==> src/rtl/uart_ans_timeout_ctrl.sv <==
// Answer-path transaction sequencer: sends a frame, times the slave's answer in
// ticks, re-sends on timeout up to a retry limit, and reports done/timeout.
module uart_ans_timeout_ctrl #(
  parameter int unsigned CNT_W = 16,
  parameter int unsigned RTY_W = 3
) (
  input  logic             clk,
  input  logic             rst,
  input  logic             p_start_i,
  input  logic             p_abort_i,
  input  logic [CNT_W-1:0] timeout_limit_i,
  input  logic [RTY_W-1:0] retry_max_i,
  input  logic             p_tick_i,
  input  logic             p_SendFinished_i,
  input  logic             p_DataReceived_i,
  output logic             p_tx_req_o,
  output logic             busy_o,
  output logic             p_done_o,
  output logic             p_timeout_o,
  output logic [RTY_W-1:0] retry_cnt_o,
  output logic [CNT_W-1:0] elapsed_o
);

  typedef enum logic [1:0] {
    IDLE,
    SEND,
    WAIT_TX,
    WAIT_ANS
  } state_e;

  state_e           state_q, state_d;
  logic [CNT_W-1:0] cnt_q, cnt_d;
  logic [CNT_W-1:0] limit_q, limit_d;
  logic [CNT_W-1:0] elapsed_q, elapsed_d;
  logic [RTY_W-1:0] rmax_q, rmax_d;
  logic [RTY_W-1:0] retry_q, retry_d;
  logic             tx_req_q, tx_req_d;
  logic             busy_q, busy_d;
  logic             done_q, done_d;
  logic             to_q, to_d;
  logic             timeout;

  assign timeout = (cnt_q >= limit_q);

  always_comb begin
    state_d   = state_q;
    cnt_d     = cnt_q;
    limit_d   = limit_q;
    rmax_d    = rmax_q;
    retry_d   = retry_q;
    elapsed_d = elapsed_q;
    tx_req_d  = 1'b0;
    done_d    = 1'b0;
    to_d      = 1'b0;

    if (p_abort_i) begin
      state_d = IDLE;
    end else begin
      unique case (state_q)
        IDLE: begin
          if (p_start_i) begin
            state_d  = SEND;
            limit_d  = timeout_limit_i;
            rmax_d   = retry_max_i;
            retry_d  = '0;
            tx_req_d = 1'b1;
          end
        end
        SEND: state_d = WAIT_TX;
        WAIT_TX: begin
          // Rx pulses here are the echo of the frame still in flight.
          if (p_SendFinished_i) begin
            state_d = WAIT_ANS;
            cnt_d   = '0;
          end
        end
        WAIT_ANS: begin
          // Answer beats a coincident timeout; a tick on any exit edge is dropped.
          if (p_DataReceived_i) begin
            state_d   = IDLE;
            done_d    = 1'b1;
            elapsed_d = cnt_q;
          end else if (timeout) begin
            if (retry_q < rmax_q) begin
              state_d  = SEND;
              retry_d  = retry_q + RTY_W'(1);
              tx_req_d = 1'b1;
            end else begin
              state_d   = IDLE;
              to_d      = 1'b1;
              elapsed_d = cnt_q;
            end
          end else if (p_tick_i && (cnt_q != '1)) begin
            cnt_d = cnt_q + CNT_W'(1);
          end
        end
        default: state_d = IDLE;
      endcase
    end

    busy_d = (state_d != IDLE);
  end

  always_ff @(posedge clk or negedge rst) begin
    if (!rst) begin
      state_q   <= IDLE;
      cnt_q     <= '0;
      limit_q   <= '0;
      rmax_q    <= '0;
      retry_q   <= '0;
      elapsed_q <= '0;
      tx_req_q  <= 1'b0;
      busy_q    <= 1'b0;
      done_q    <= 1'b0;
      to_q      <= 1'b0;
    end else begin
      state_q   <= state_d;
      cnt_q     <= cnt_d;
      limit_q   <= limit_d;
      rmax_q    <= rmax_d;
      retry_q   <= retry_d;
      elapsed_q <= elapsed_d;
      tx_req_q  <= tx_req_d;
      busy_q    <= busy_d;
      done_q    <= done_d;
      to_q      <= to_d;
    end
  end

  assign p_tx_req_o  = tx_req_q;
  assign busy_o      = busy_q;
  assign p_done_o    = done_q;
  assign p_timeout_o = to_q;
  assign retry_cnt_o = retry_q;
  assign elapsed_o   = elapsed_q;

endmodule

==> config.mk <==
export PLATFORM = sky130hd
export DESIGN_NAME = uart_ans_timeout_ctrl
export DESIGN_NICKNAME = d
export VERILOG_FILES = /design/src/rtl/uart_ans_timeout_ctrl.sv
export SDC_FILE = /design/constraint.sdc
export NUM_CORES = 1
export LEC_CHECK = 0
export CAP_MARGIN = 20
export CORE_MARGIN = 1
export CORE_UTILIZATION = 45
export CTS_CLUSTER_SIZE = 8
export DETAILED_ROUTE_END_ITERATION = 16
export DONT_BUFFER_PORTS = 1
export HOLD_SLACK_MARGIN = 0.12
export SKIP_LAST_GASP = 1
export SLEW_MARGIN = 30
export SYNTH_ARGS = -nofsm -noshare
export SYNTH_HDL_FRONTEND = slang
export SYNTH_SLANG_ARGS = --single-unit
==> constraint.sdc <==
create_clock -name clk -period 6.6 [get_ports clk]
set_clock_uncertainty 0.05 [all_clocks]
set_input_delay 1.98 -clock clk [delete_from_list [all_inputs] [get_ports clk]]
set_output_delay 1.98 -clock clk [all_outputs]
set_load 0.01 [all_outputs]
==> flow_summary.ini <==
[worst_setup_path]
r2r-start = cnt_q[15]
start_kind = input port
path_class = in -> reg
worst_ep_arrival_time_ns = 3.70
end_kind = flip-flop
r2r_slack_ns = 3.15
critPathRequiredTime_ns = 6.82
cp_max_fo = 28
r2r_end = cnt_q[7]
crit_end = cnt_q[8]
startpoint = p_DataReceived_i
rr_worst_depth = 7

[timing]
rsz0062_at_grt = no
setup_ws_ns = 3.12
period_needed_ns = 3.48
slew_viol_final = 0
setup_tns_ns = 0
fin_crit_sh_pct = 52.7
setup_violations = 0
slew_headroom_pct = 39.6
hold_viol = 0
max_freq_ghz = 0.288
worst_slew_pin_slew_ns = 0.907

[floorplanning]
io_pins = 49
core_area_sq_um = 7290
rows = 31
die_y_um = 89.0
initial_core_util_pct = 46.7
fp.dieW_um = 89.0
die_area_sq_um = 7910

[cts]
cts_sinks = 60
cts-resized-gates = 0
cts_hold_buf = 0
numCtsBuffers = 9
ctsLongestPathBuffers = 2
clk_pin_slew_worst_paths_ns = 0.07
clock_tree.root_cell = clkbuf_8
cts_tree = yes
h-tree-depth = 3
postCtsSetupBuffers = 0
clock_latency_ns = 0.34

[route]
viasPerCell = 5.59
wl_um = 6670
drt_iter0_drc = 107
route.detailed.drc = 0
ant_nets = 0
wl_per_cell_um = 15.7
drtPass1Iterations = 4
vias = 2372

[global_routing]
grt_max_degree = 61
antenna_found_initial = 0
grt_overflow = 0
first_global_vias = 2310
grt_pass1_wl_um = 11300
track_usage_pct = 18.9

[finish]
syn_to_final_growth_pct = 8.27
final_layout_size_suffix_gt1_share_pct = 16.0
final_util_pct = 50.5
num_antenna_cells = 0
design_area_sq_um = 3680
fin_nets = 369

[min_path]
worstHoldPathCells = 1
holdCritPathClass = reg -> reg

[yosys]
ys_seq_area_share_pct = 44.1
avgSynthCellArea_sq_um = 10.6
synth_cell_types = 50
ys_warn_count = 0
synth_seq_cells = 60
synthCells = 320
syn_nets = 369
synth.cell_area_sq_um = 3400

[power_and_ir_drop]
power_density_nw_per_um2 = 385
ir_drop_mv = 0.184
p_leak_nw = 1.71

[placed_design]
numPortBuffers = 0
placed_area_sq_um = 3470
place.gp.congestion = 0.800
dp_slack_ns = 2.77
dp_hpwl_um = 4410

[flow_run]
maxCapViolCount = 0

[status]
outcome = finished, final reports clean
-- synth_stat cells (all sizes together) --
library cell	instances	area (sq um)
a211oi	2	20.0
o22ai	1	6.26
a21oi	11	55.1
nor4b	4	35.0
nor3	9	45.0
a31oi	2	18.8
dfrtp	60	1500
nand2b	7	43.8
clkbuf	8	30.0
nor2b	1	6.26
nand3b	4	30.0
o311ai	4	35.0
or2	1	6.26
nand2	22	82.6
inv	26	97.6
ha	23	288
or4	4	30.0
nor4	4	25.0
and4	1	8.76
a221o	2	20.0
o311a	2	20.0
nor2	12	45.0
a211o	7	61.3
nor3b	4	30.0
or3	3	18.8
o32a	1	10.0
and2	2	15.0
a2111o	1	11.3
a32oi	1	8.76
buf	6	41.3
or3b	2	17.5
nand4	6	37.5
a311oi	1	8.76
a21o	1	7.51
nand3	20	100
o31ai	1	21.3
mux2i	2	20.0
o211ai	9	67.6
and3	4	25.0
mux2	35	432
o21ai	4	20.0
-- cells by family (layout without fill, tap and decap cells) --
logic type / count (synthesis) / count (layout) / share of synthesized area (%)
and+or+nand+nor: 110 / 110 / 17.7
buffers and inverters: 40 / 45 / 4.96
DFF: 60 / 60 / 44.1
AOI/OAI and AO/OA: 50 / 50 / 11.5
muxes: 37 / 37 / 13.3
adders and majority gates: 23 / 23 / 8.46
-- layout make-up --
class	count	area, sq um
Inverter	26	97.6
Multi-Input combinational cell	220	1730
Tap cell	99	124
Clock buffer	12	155
Fill cell	684	3610
Timing Repair Buffer	3	26.3
Clock inverter	4	47.5
Sequential cell	60	1500
-- per-layer routing --
layer | global-route usage, % | part of all wire, % | vias to the layer above
met5 | 0 | 0 | -
met1 | 26.0 | 49 | 1144
met4 | 8.23 | 1.8 | 0
met2 | 29.0 | 46 | 41
li1 | - | - | 1176
met3 | 4.06 | 3.2 | 11
-- how the worst min path moves through the flow --
stage                 from           to  slack (ns)
6_report       limit_q[15]  limit_q[15]        0.45
5_1_grt         limit_q[6]   limit_q[6]        0.47
4_1_cts        limit_q[15]  limit_q[15]        0.46
3_5_place_dp   limit_q[15]  limit_q[15]        0.45
3_3_place_gp    limit_q[1]   limit_q[1]        0.44
2_1_floorplan  limit_q[10]  limit_q[10]        0.43
-- placed cells by master, fill, tap and decap left out, types with 6 or more instances in the layout --
master    count
a211o_1       7
a21oi_1      11
clkbuf_8     11
dfrtp_1      60
ha_1         23
inv_1        25
mux2_1        6
mux2_2       19
mux2_4       10
nand2_1      22
nand2b_1      7
nand3_1      20
nand4_1       6
nor2_1       12
nor3_1        9
o211ai_1      9
-- worst max-delay path: stages --
cell	delay (ns)
nand2b_1	0.13
a211oi_2	0.39
o31ai_4	0.12
buf_4	0.24
or3b_1	0.35
or4_1	0.39
nand3_1	0.09
-- state kept, by name, indices dropped and copies added (netlist names) --
name / count
busy_o: 1
cnt_q: 16
elapsed_o: 16
limit_q: 16
p_done_o: 1
p_timeout_o: 1
p_tx_req_o: 1
retry_cnt_o: 3
rmax_q: 3
state_q: 2
-- where the power goes --
group | internal [W] | switching [W] | leakage (nW)
Sequential | 0.000483 | 0.000115 | 0.774
Clock | 0.000194 | 0.000148 | 0.102
Combinational | 0.000216 | 0.000261 | 0.834
-- metrics by stage --
stage               hold WS [ns]  total power [W]  cells
global route               0.470          0.00154    424
CTS                        0.462          0.00144    423
detailed placement         0.446          0.00109    407
global placement           0.441          0.00107    407
finish                     0.455          0.00142    424
floorplan                  0.429         0.000973    320
Power figures use the tool's default switching activity.
